===== config.mk =====
export PLATFORM = sky130hd
export DESIGN_NAME = modn_counter_chain
export DESIGN_NICKNAME = d
export VERILOG_FILES = /design/src/rtl/modn_pkg.sv /design/src/rtl/modn_stage.sv /design/src/rtl/modn_counter_chain.sv
export SDC_FILE = /design/constraint.sdc
export NUM_CORES = 1
export LEC_CHECK = 0
export CAP_MARGIN = 25
export CORE_ASPECT_RATIO = 1.1
export CORE_MARGIN = 4
export CORE_UTILIZATION = 45
export DETAILED_ROUTE_END_ITERATION = 12
export PLACE_DENSITY = 0.85
export RECOVER_POWER = 50
export SLEW_MARGIN = 40
export SYNTH_ARGS = -nofsm -noshare
export SYNTH_HDL_FRONTEND = slang
export SYNTH_SLANG_ARGS = --single-unit

===== constraint.sdc =====
create_clock -name clk -period 1.8 [get_ports clk]
set_input_delay 0.36 -clock clk [delete_from_list [all_inputs] [get_ports clk]]
set_output_delay 0.36 -clock clk [all_outputs]
set_load 0.02 [all_outputs]

===== src/rtl/modn_pkg.sv =====
// modn_pkg: shared defaults and width helper for the mod-N counter chain
package modn_pkg;
    localparam int DEF_MODULUS = 6;
    localparam int DEF_STAGES  = 2;

    function automatic int clog2_min1(input int n);
        return (n <= 2) ? 1 : $clog2(n);
    endfunction
endpackage


===== src/rtl/modn_stage.sv =====
// modn_stage: one modulo-MODULUS up/down digit with clamping parallel load
module modn_stage
    import modn_pkg::*;
#(
    parameter int MODULUS = DEF_MODULUS,
    parameter int W       = clog2_min1(MODULUS)
) (
    input  logic         clk,
    input  logic         rst,
    input  logic         step,
    input  logic         up_dn,
    input  logic         load,
    input  logic [W-1:0] ld_val,
    output logic [W-1:0] q,
    output logic         at_term,
    output logic         ld_bad
);
    localparam logic [W-1:0] MAX = W'(MODULUS - 1);

    logic [W-1:0] r_q;
    logic [W-1:0] w_nxt;

    // Widen by one bit so a power-of-2 modulus never aliases to zero
    assign ld_bad  = {1'b0, ld_val} >= (W+1)'(MODULUS);
    assign at_term = up_dn ? (r_q == MAX) : (r_q == '0);
    assign w_nxt   = up_dn ? (at_term ? '0 : r_q + 1'b1) : (at_term ? MAX : r_q - 1'b1);
    assign q       = r_q;

    always_ff @(posedge clk) begin
        if (rst)
            r_q <= '0;
        else if (load)
            r_q <= ld_bad ? MAX : ld_val;
        else if (step)
            r_q <= w_nxt;
    end
endmodule


===== src/rtl/modn_counter_chain.sv =====
// modn_counter_chain: cascade of mod-N up/down digits with terminal count, wrap and load-error pulses
module modn_counter_chain
    import modn_pkg::*;
#(
    parameter int MODULUS    = DEF_MODULUS,
    parameter int NUM_STAGES = DEF_STAGES,
    parameter int W          = clog2_min1(MODULUS)
) (
    input  logic                    clk,
    input  logic                    rst,
    input  logic                    en,
    input  logic                    up_dn,
    input  logic                    load,
    input  logic [NUM_STAGES*W-1:0] load_val,
    output logic [NUM_STAGES*W-1:0] count,
    output logic                    tc,
    output logic                    wrapped,
    output logic                    load_err
);
    logic [NUM_STAGES:0]   w_chain;
    logic [NUM_STAGES-1:0] w_at_term;
    logic [NUM_STAGES-1:0] w_bad;
    logic                  r_wrapped;
    logic                  r_load_err;

    // w_chain[i] is high when every digit below i sits at its terminal value
    assign w_chain[0] = 1'b1;

    for (genvar i = 0; i < NUM_STAGES; i++) begin : g_stage
        assign w_chain[i+1] = w_chain[i] & w_at_term[i];
        modn_stage #(
            .MODULUS(MODULUS),
            .W      (W)
        ) u_stage (
            .clk    (clk),
            .rst    (rst),
            .step   (en & ~load & w_chain[i]),
            .up_dn  (up_dn),
            .load   (load),
            .ld_val (load_val[i*W +: W]),
            .q      (count[i*W +: W]),
            .at_term(w_at_term[i]),
            .ld_bad (w_bad[i])
        );
    end

    assign tc       = en & w_chain[NUM_STAGES];
    assign wrapped  = r_wrapped;
    assign load_err = r_load_err;

    always_ff @(posedge clk) begin
        if (rst) begin
            r_wrapped  <= 1'b0;
            r_load_err <= 1'b0;
        end else begin
            r_wrapped  <= tc & ~load;
            r_load_err <= load & (|w_bad);
        end
    end
endmodule

### Word-level counts from Yosys, hierarchy flattened

Index checks and enable logic that the tools add are counted.

| cells by class | value |
|---|---|
| $add $sub $neg | 4 |
| order comparisons | 2 |
| equal/unequal tests | 2 |
| muxes and demuxes | 14 |
| bitwise logic cells | 7 |
| reductions and logical operators | 5 |

Operators by type and width:

| operator | count |
|---|---|
| $mux W3 | 12 |
| $add A3 B1 Y3 const B | 2 |
| $and A1 B1 Y1 | 6 |
| $eq A3 B3 Y1 const B | 2 |
| $ge A3 B3 Y1 const B | 2 |
| $logic_not A3 Y1 | 2 |
| $sub A3 B1 Y3 const B | 2 |
| $reduce_bool A2 Y1 | 2 |
| $mux W1 | 2 |
| $reduce_or A2 Y1 | 1 |
| $not A1 Y1 | 1 |

| word-level totals | value |
|---|---|
| flip-flop bits (word level) | 8 |
| input port bits | 11 |
| word-level logic and storage cells | 38 |

### Depth between registers and ports, before layout

| depth | value |
|---|---|
| depth in word-level cells | 6 |
| gate-level depth with buffers | 6 |
| gate-level depth less buffers | 6 |

### Modules after synthesis

From an unflattened synthesis, not the netlist that was laid out.

| unflattened totals | value |
|---|---|
| cell total of the unflattened synthesis | 90 |
| area total of the unflattened synthesis | 768.2 sq um |

Modules (own cells, without submodules):

| module | times used | cells an instance | area each (sq um) | sequential area each (sq um) |
|---|---|---|---|---|
| modn_stage | 2 | 41 | 339.1 | 60.1 |
| modn_counter_chain | 1 | 8 | 90.1 | 40.0 |

### Least setup slack after synthesis

Ideal clock, no wire load.

| path | value |
|---|---|
| path type | reg-to-output |
| start point | reg g_stage[0].u_stage.r_q[0] |
| end point | out tc |
| data arrival time | 1328 ps |
| required time | 1440 ps |
| slack | 112 ps |
| stages on the path, launching flop included | 5 |
| buffers on the path | 0 |
| path through | dfxtp_1 ha_1 and4_1 nor2_1 nor2_1 |

| between the ends | value |
|---|---|
| cells in the longest elaborated chain, start to end | 4 |
| elaborated cells between the ends (all ways) | 5 |

RTL lines:

| element | line | source |
|---|---|---|
| start: declaration | modn_stage.sv:20 | `logic [W-1:0] r_q;` |
| start signal: assignment | modn_stage.sv:33 | `r_q <= ld_bad ? MAX : ld_val;` |
| start signal: assignment | modn_stage.sv:35 | `r_q <= w_nxt;` |
| $eq A3 B3 Y1 / $logic_not A3 Y1 (equally long branches) | modn_stage.sv:25 | `assign at_term = up_dn ? (r_q == MAX) : (r_q == '0);` |
| $mux W1 (*) | modn_stage.sv:25 |  |
| $and A1 B1 Y1 (*) | modn_counter_chain.sv:30 | `assign w_chain[i+1] = w_chain[i] & w_at_term[i];` |
| $and A1 B1 Y1 (*) | modn_counter_chain.sv:47 | `assign tc = en & w_chain[NUM_STAGES];` |
| end: declaration | modn_counter_chain.sv:16 | `output logic tc,` |

Every way passes the cells marked *; elsewhere a longest branch is shown, timed or not.

### Worst setup path in the final report

| path | value |
|---|---|
| start point | reg g_stage[0].u_stage.r_q[1] |
| end point | out tc |

The elaborated chain is that of the path after synthesis.

==> results.yml <==
die:
  initial_core_util_pct: 48.5
  coreArea_um2: 1400
  pin_count: 20
  die-area_um2: 2200
  rows: 14
  die_w_um: 45.0
  fp.dieH_um: 48.8
setup_path:
  reg2reg_from: "g_stage[0].u_stage.q[1]$_SDFFE_PP0P_"
  cpPeakStageDelay_ns: 0.32
  cp_max_fo: 3
  arrival_ns: 1.38
  critPathKind: "reg2out"
  cp_cell_sequence: "inv_2 -> ha_1 -> and4_4 -> nor2_2 -> nor2_1 -> buf_4"
  crit_required_ns: 1.44
  crit_path_start: "g_stage[0].u_stage.q[1]$_SDFFE_PP0P_"
  cp-start-kind: "register"
  crit_path_end_kind: "output port"
  rr_worst_depth: 6
  rrSetupSlack_ns: 0.23
  reg2reg_to: "g_stage[1].u_stage.q[1]$_SDFFE_PP0P_"
  critPathSlowestCell: "dfxtp_2"
drt:
  drt-initial-drc-count: 15
  dr.pass1.iters: 4
  vias: 826
  viasPerCell: 5.86
  finalWirelength_mm: 2.22
  wire_per_inst_um: 15.7
  drtAntennaViolNets: 0
  drc: 0
clocking:
  cts_buffers: 3
  root_buffer: "clkbuf_4"
  cts.sinks: 8
  htree_levels: 1
  cts.hold.buffers_added: 0
  clk_pin_slew_ns: 0.05
  clk_latency_ns: 0.25
  cts_tree: "built"
  clock_path_buffers: 2
global_route:
  gr-total-overflow: 0
  antenna_found_initial: 0
  grt_use_total_pct: 20.0
  grt_pass1_vias: 803
  grt_pass1_wl_mm: 3.30
  grt_start_max_net_pins: 10
logic_synthesis:
  synth_top_area_share_pct: 23.6
  async_reset_ff_share_pct: 0
  synth_flop_cell: "dfxtp_1"
  synth_seq_cells: 8
  yosysMostFrequentCell: "a21oi_1"
  ys_seq_area_share_pct: 23.6
  synth-edff-count: 0
  synthTopCellsByCount: "a21oi_1, dfxtp_1, ha_1, nand2_1, nor2_1"
  synth_cells: 86
  netlist_top_cells_area: "dfxtp_1, ha_1, a21oi_1"
  ys_types: 32
  syn_area_um2: 679
  yosysTopAreaCell: "dfxtp_1"
  synth_nets: 105
  synth_warnings: 0
  syn_area_per_cell_um2: 7.90
final_layout:
  nets: 146
  syn_to_final_growth_pct: 59.1
  regArea_um2: 165
  fillerInstances: 103
  stdcell_count: 141
  multiInputGateArea_um2: 508
  n_antenna_cell: 0
  final_layout_size_suffix_gt1_share_pct: 32.8
job:
  drv_cap: 0
power_and_ir_drop:
  vdd_drop_max_uv: 461
  p_leak_nw: 0.460
  p_per_area_nw_per_um2: 577
sta:
  hold_viol: 0
  setup_viol: 0
  slew_headroom_pct: 70.0
  drv_slew: 0
  min_period_over_period_pct: 96.9
  final.min_clock_period_ns: 1.74
  fin_hold_ws_ns: 0.738
  clock_skew_ns: 0.00194
  max_freq_ghz: 0.573
  worst_slew_pin_slew_ns: 0.446
  fin_setup_tns_ns: 0
placed_design:
  hpwlAfterDp_mm: 1.59
  dp.cells: 135
  io_buffers: 19
  gp_congestion: 0.870
worst_hold_path:
  hold_start: "load_val[0]"
  whs_path_depth: 3
  hp-class: "in2reg"
  whs_endpoint: "g_stage[0].u_stage.q[0]$_SDFFE_PP0P_"
outcome:
  outcome: "finished clean"
-- sequential cells by signal (all words and copies together), names as in the netlist --
name and flops:
g_stage.u_stage.q 6, load_err 1, wrapped 1
-- through the flow --
| step | total power [mW] | setup slack, ns | utilization [%] | instance area (µm²) |
|---|---|---|---|---|
| 3_3_place_gp | 0.451 | -0.514 | 71.8 | 1010 |
| 6_report | 0.624 | 0.0558 | 77.1 | 1080 |
| 2_1_floorplan | 0.337 | 0.112 | - | 679 |
| 3_5_place_dp | 0.463 | -0.511 | 71.8 | 1010 |
| 5_1_grt | 0.667 | -0.00497 | 77.1 | 1080 |
| 4_1_cts | 0.606 | 0.00764 | 74.2 | 1040 |
-- placed cells by master, fill, tap and decap left out, types with 2 or more instances in the layout --
| master | instances |
|---|---|
| inv_2 | 3 |
| nor3b_1 | 2 |
| nor2_1 | 6 |
| buf_4 | 22 |
| dlygate4sd3_1 | 2 |
| dlygate4sd2_1 | 4 |
| nand3_1 | 2 |
| ha_1 | 5 |
| a21o_1 | 2 |
| ha_4 | 2 |
| nor2b_1 | 3 |
| a211oi_1 | 3 |
| a21oi_1 | 9 |
| dfxtp_1 | 4 |
| o211ai_1 | 2 |
| clkbuf_4 | 3 |
| nor3_1 | 4 |
| nand2b_1 | 3 |
| nand2_1 | 7 |
| nand3b_1 | 3 |
| dfxtp_2 | 4 |
| clkdlybuf4s50_1 | 12 |
-- worst max-delay path: cells and delay by family, from the launching register on --
| kind | cells | cell delay [ns] |
|---|---|---|
| adders and majority gates | 1 | 0.17 |
| buffers and inverters | 2 | 0.24 |
| DFF | 1 | 0.32 |
| and+or+nand+nor | 3 | 0.40 |
-- kinds of logic after synthesis --
| logic type | Yosys count | share of synthesized area, % |
|---|---|---|
| fa+ha+maj | 8 | 14.7 |
| simple gates | 35 | 28.9 |
| buf+inv | 10 | 6.63 |
| mux | 1 | 1.66 |
| flops | 8 | 23.6 |
| compound gates | 24 | 24.5 |
-- final cells by class --
cell class | instances | area share, %
Multi-Input combinational cell | 68 | 47.0
Timing Repair Buffer | 41 | 31.8
Sequential cell | 8 | 15.3
Clock buffer | 3 | 2.08
Inverter | 5 | 1.97
Tap cell | 16 | 1.85
-- power breakdown --
part | internal (mW) | total [mW] | leakage [nW] | switching (mW)
sequential | 0.192 | 0.205 | 0.0672 | 0.0131
clock | 0.0761 | 0.135 | 0.0138 | 0.0585
combinational | 0.148 | 0.285 | 0.379 | 0.137
total | 0.416 | 0.624 | 0.460 | 0.208
-- metal layers --
metal  routed length (µm)  global-route usage (%)
met2                 1250                    37.3
met5                    0                       0
met1                  839                    20.9
met4                   36                    5.85
met3                   97                    4.81
-- worst max path at each step --
stage,endpoint,slack (ns),cells past startpoint
2_1_floorplan,tc,0.11,4
6_report,tc,0.06,6
3_3_place_gp,tc,-0.51,5
3_5_place_dp,tc,-0.51,5
4_1_cts,tc,0.008,7
5_1_grt,tc,-0.005,6
-- repair_timing --
item,4_1_cts,5_1_grt
pin swaps,1,3
setup endpoints to repair,2,1
gates cloned,0,0
resized for setup,13,13
buffers inserted,1,2
Power figures use the tool's default switching activity.
==> edit 1, RTL diff (same flow settings) <==
Remove the register `r_wrapped`: a continuous assignment takes its place, so the output `wrapped` follows one clock earlier.
--- a/src/rtl/modn_counter_chain.sv
+++ b/src/rtl/modn_counter_chain.sv
@@ -52,6 +52,4 @@
         if (rst) begin
-            r_wrapped  <= 1'b0;
             r_load_err <= 1'b0;
         end else begin
-            r_wrapped  <= tc & ~load;
             r_load_err <= load & (|w_bad);
@@ -59,2 +57,4 @@
     end
+
+    assign r_wrapped = tc & ~load;
 endmodule
Check against the original RTL: not equivalent (Yosys sat finds a counterexample within 4 cycles, from zero or initial values and one cycle with rst high).
==> edit 1 against the unedited design <==
The run now ends with setup timing left. Setup slack got worse by 0.11 ns. Cell area grew 3.6%. Routed wire length is 6.0% higher. Sequential cell count fell by 1. Clock skew fell by 0.0016 ns. Sequential share of layout area fell by 1.9 points. Synthesized area down 0.55%. Core utilization rose by 2.8 points. Clock power is 4% higher. Register-to-register slack got worse by 0.29 ns. Total power rose by 2.7%. Global-route usage fell by 1.3 points. Critical path type is now reg2reg. Critical endpoint is now g_stage[1].u_stage.q[0]$_SDFFE_PP0P_. Largest cell class unchanged. Highest routed layer unchanged.
==> edit 1: results (changes against the unedited design) <==
- The global-route wire length before repair came to 3.21 mm (was 3.30 mm).
- The combinational power was 314 uW (was 285 uW).
- Aggregate global-route resource usage: 18.7% (was 20.0%)
* Synth Area in Compound Gates: 25.9% (was 24.5%)
- The adder-cell area share of the yosys netlist is 14.8% (was 14.7%).
- The number of nets in the layout came to 147 (was 146).
- Fraction of cell area in non-clock buffers: 31.7% (was 31.8%)
* Vias in the first global route: 746 (was 803)
- Mux share of post-synthesis cell area: 3.33% (was 1.66%)
- The checks that failed: setup timing.
- Clock Network Area Fraction: 2.35% (was 2.08%)
* Multi-input combinational cell count: 67 (was 68)
- The slowest library cell on the worst path is sky130_fd_sc_hd__dfxtp_4 (was sky130_fd_sc_hd__dfxtp_2).
- Met2 Resource Use GR: 28.5% (was 37.3%)
* Fill cell instance count of the final layout: 93 (was 103)
* HPWL after DPL: 1.48 mm (was 1.59 mm)
- Number of clock buffers in the layout: 4 (was 3)
- Sequential fraction of the synthesis area: 20.7% (was 23.6%)
- Final setup violation count: 4 (was 0)
* Non-clock inverter instance count of the final layout: 8 (was 5)
- The wire length reported by the detailed router is 2.35 mm (was 2.22 mm).
* Slack of the critical path: -0.0557 ns (was 0.0558 ns)
* Run status: finished, violations left (was finished, final reports clean)
- Setup_tns: -0.132 ns (was 0 ns)
- The worst-case vdd ir drop was 0.272 mV (was 0.461 mV).
* Total leakage power: 0.482 nW (was 0.460 nW)
- Most instantiated cells after synthesis: sky130_fd_sc_hd__nor2_1, sky130_fd_sc_hd__ha_1, sky130_fd_sc_hd__inv_1 (was sky130_fd_sc_hd__a21oi_1, sky130_fd_sc_hd__dfxtp_1, sky130_fd_sc_hd__ha_1)
* Met3 global-route usage: 2.22% (was 4.81%)
edit 1: per-layer routing:
metal	vias up	wire, um
li1	395	-
met1	392	956
met2	34	1240
met3	4	125
met4	0	35
met5	-	0
edit 1: path summary, 6_finish.rpt:
check / startpoint / to / slack [ns] / depth (start not counted)
min reg2reg: g_stage[1].u_stage.q[0]$_SDFFE_PP0P_ / g_stage[1].u_stage.q[0]$_SDFFE_PP0P_ / 0.64 / 3
min: g_stage[1].u_stage.q[0]$_SDFFE_PP0P_ / g_stage[1].u_stage.q[0]$_SDFFE_PP0P_ / 0.64 / 3
max: g_stage[0].u_stage.q[0]$_SDFFE_PP0P_ / g_stage[1].u_stage.q[0]$_SDFFE_PP0P_ / -0.06 / 9
max reg2reg: g_stage[0].u_stage.q[0]$_SDFFE_PP0P_ / g_stage[1].u_stage.q[0]$_SDFFE_PP0P_ / -0.06 / 9
==> edit 2, RTL diff (same flow settings) <==
Without the edit above. Change the package constant `DEF_MODULUS` from 6 to 12.
--- a/src/rtl/modn_pkg.sv
+++ b/src/rtl/modn_pkg.sv
@@ -2,3 +2,3 @@
 package modn_pkg;
-    localparam int DEF_MODULUS = 6;
+    localparam int DEF_MODULUS = 12;
     localparam int DEF_STAGES  = 2;
Interface: changed (resized count and load_val); port bits go from 20 to 24. No check against the original RTL was run, so the function may have changed too.
==> edit 2 against the unedited design <==
The flow now finishes with violations (setup timing). Total power grew 26%. Synthesized area grew 31%. Hold slack lost 0.096 ns. Setup slack lost 0.36 ns. Cell area grew 27%. Sequential cell count grew 2. Routed wire length grew 24%. Count of clock-buffer cells in the layout is the same. Sequential share of layout area shrank 0.054 points. Final cell count grew 33%. Critical path type unchanged.
==> edit 2: results (changes against the unedited design) <==
- The share of flip-flops with an asynchronous set or reset after synthesis is 0% (unchanged).
* Netlist cell types: 44 (was 32)
- IO buf count: 23 (was 19)
- Maximum buffer depth of the clock tree: 2 (unchanged)
- The final setup violation count is 5 (was 0).
- Global placement routability congestion: 0.876 (was 0.870)
- Average detailed-routed wire length per instance: 14.6 um (was 15.7 um)
- Failing checks: setup timing
- CTS clk-pin slew, worst paths: 0.08 ns (was 0.05 ns)
- Run status: finished, violations left (was finished, final reports clean).
- The worst hold path class is reg2reg (was in2reg).
- The worst-case vdd ir drop is 0.399 mV (was 0.461 mV).
- The number of nets in the layout is 179 (was 146).
- The global-route wire length before repair is 4.37 mm (was 3.30 mm).
- Slew HR: 76.0% (was 70.0%)
* Later-pin clock latency in the skew report: 0.27 ns (was 0.25 ns)
* Mean instance size in the synthesized netlist: 7.52 sq um (was 7.90 sq um)
- The highest fanout seen on the critical path came to 2 (was 3).
* Total leakage power: 0.543 nW (was 0.460 nW)
* Met2 Resource Use GR: 41.5% (was 37.3%)
- The H-tree depth reported by CTS came to 1 (unchanged).
* Arrival time reported for the critical path endpoint: 1.74 ns (was 1.38 ns)
- Register-to-Register Path Depth: 8 (was 6)
- The number of optimization iterations in the first detailed-route pass is 4 (unchanged).
* Mapped Nets: 135 (was 105)
- Routed vias/inst: 5.90 (was 5.86)
* Met3 global-route usage: 3.27% (was 4.81%)
- The post-layout worst setup margin was -0.300 ns (was 0.0558 ns).
- The wire length reported by the detailed router is 2.75 mm (was 2.22 mm).
- Warning count from the yosys run: 0 (unchanged)
- The DRC marker count from the first detailed-route iteration is 43 (was 15).
- The share of final-layout standard cells stronger than drive strength 1 was 29.8% (was 32.8%).
- The primary flip-flop cell chosen by synthesis mapping is sky130_fd_sc_hd__dfxtp_1 (unchanged).
- The timing-limited maximum frequency was 0.476 GHz (was 0.573 GHz).
* CTS buffer count: 3 (unchanged)
- Top post-synthesis cells by area: sky130_fd_sc_hd__dfxtp_1, sky130_fd_sc_hd__ha_1, sky130_fd_sc_hd__a21oi_1 (unchanged)
- The largest net degree at the start of global routing is 20 (was 10).
- The global routing met1 resource utilization is 21.4% (was 20.9%).
* Most instantiated cells after synthesis: sky130_fd_sc_hd__dfxtp_1, sky130_fd_sc_hd__a21oi_1, sky130_fd_sc_hd__inv_1 (was sky130_fd_sc_hd__a21oi_1, sky130_fd_sc_hd__dfxtp_1, sky130_fd_sc_hd__ha_1)
* Aggregate global-route resource usage: 20.8% (was 20.0%)
- Clock tree root buffer cell: sky130_fd_sc_hd__clkbuf_4 (unchanged)
* HPWL after DPL: 2.08 mm (was 1.59 mm)
* Flip-flop count of the largest register, all copies and words added: 8 (was 6)
* Setup_tns: -0.734 ns (was 0 ns)
* Worst hold path depth: 3 (unchanged)
* Vias in the first global route: 1074 (was 803)
- The proportion of synthesized chip area in sequential cells is 22.6% (was 23.6%).
* Final worst clock skew: 0.00269 ns (was 0.00194 ns)
edit 2: cell type report:
cell class                 instances  area [sq um]
inverter                           9          38.8
fill                             136           449
tap                               27          33.8
sequential                        10           209
multi-input combinational         90           652
timing repair buffer              48           413
clock buffer                       3          22.5
clock inverter                     1          3.75
edit 2: kinds of logic (layout without fill, tap and decap cells):
logic type | after synthesis | after routing | share of synthesized area [%]
and+or+nand+nor | 47 | 47 | 31.3
AOI/OAI and AO/OA | 37 | 37 | 29.6
buffers and inverters | 18 | 61 | 8.60
DFF | 10 | 10 | 22.6
adders and majority gates | 4 | 4 | 5.64
xor gates and xnor gates | 1 | 1 | 0.987
muxes | 1 | 1 | 1.27
edit 2: what timing repair did:
action / 4_1_cts / 5_1_grt
endpoints found under the setup margin: 6 / 6
pin swaps: 3 / 4
gates resized for setup: 9 / 5
buffers inserted: 1 / 1
edit 2: final timing paths:
| path | startpoint | endpoint | slack [ns] |
|---|---|---|---|
| worst max register to register | g_stage[0].u_stage.q[0]$_SDFFE_PP0P_ | g_stage[1].u_stage.q[2]$_SDFFE_PP0P_ | -0.14 |
| worst max-delay path | g_stage[0].u_stage.q[0]$_SDFFE_PP0P_ | tc | -0.30 |
| worst min-delay path | g_stage[1].u_stage.q[0]$_SDFFE_PP0P_ | g_stage[1].u_stage.q[0]$_SDFFE_PP0P_ | 0.64 |
| worst min register to register | g_stage[1].u_stage.q[0]$_SDFFE_PP0P_ | g_stage[1].u_stage.q[0]$_SDFFE_PP0P_ | 0.64 |
edit 2: per-layer routing:
metal / routed length (um) / vias to the layer above
met5: 0 / -
met4: 60 / 0
met3: 151 / 11
met2: 1490 / 52
met1: 1060 / 523
li1: - / 523
edit 2: critical path: stages (launching register included):
cell and delay [ns]:
sky130_fd_sc_hd__dfxtp_4 0.35, sky130_fd_sc_hd__inv_4 0.05, sky130_fd_sc_hd__ha_4 0.13, sky130_fd_sc_hd__or4b_4 0.48
sky130_fd_sc_hd__and2_4 0.17, sky130_fd_sc_hd__nor4_4 0.12, sky130_fd_sc_hd__buf_4 0.17
edit 2: stage by stage:
step	cell area, sq um	setup WS, ns
final	1370	-0.300
after global routing	1370	-0.379
after CTS	1350	-0.288
after detailed placement	1320	-0.771
after global placement	1320	-0.752
after floorplan	928	-0.0436
edit 2: power breakdown:
part / switching (mW) / internal, mW / total [mW]
sequential: 0.0134 / 0.239 / 0.252
clock: 0.0887 / 0.0802 / 0.169
combinational: 0.181 / 0.181 / 0.363
total: 0.283 / 0.501 / 0.784
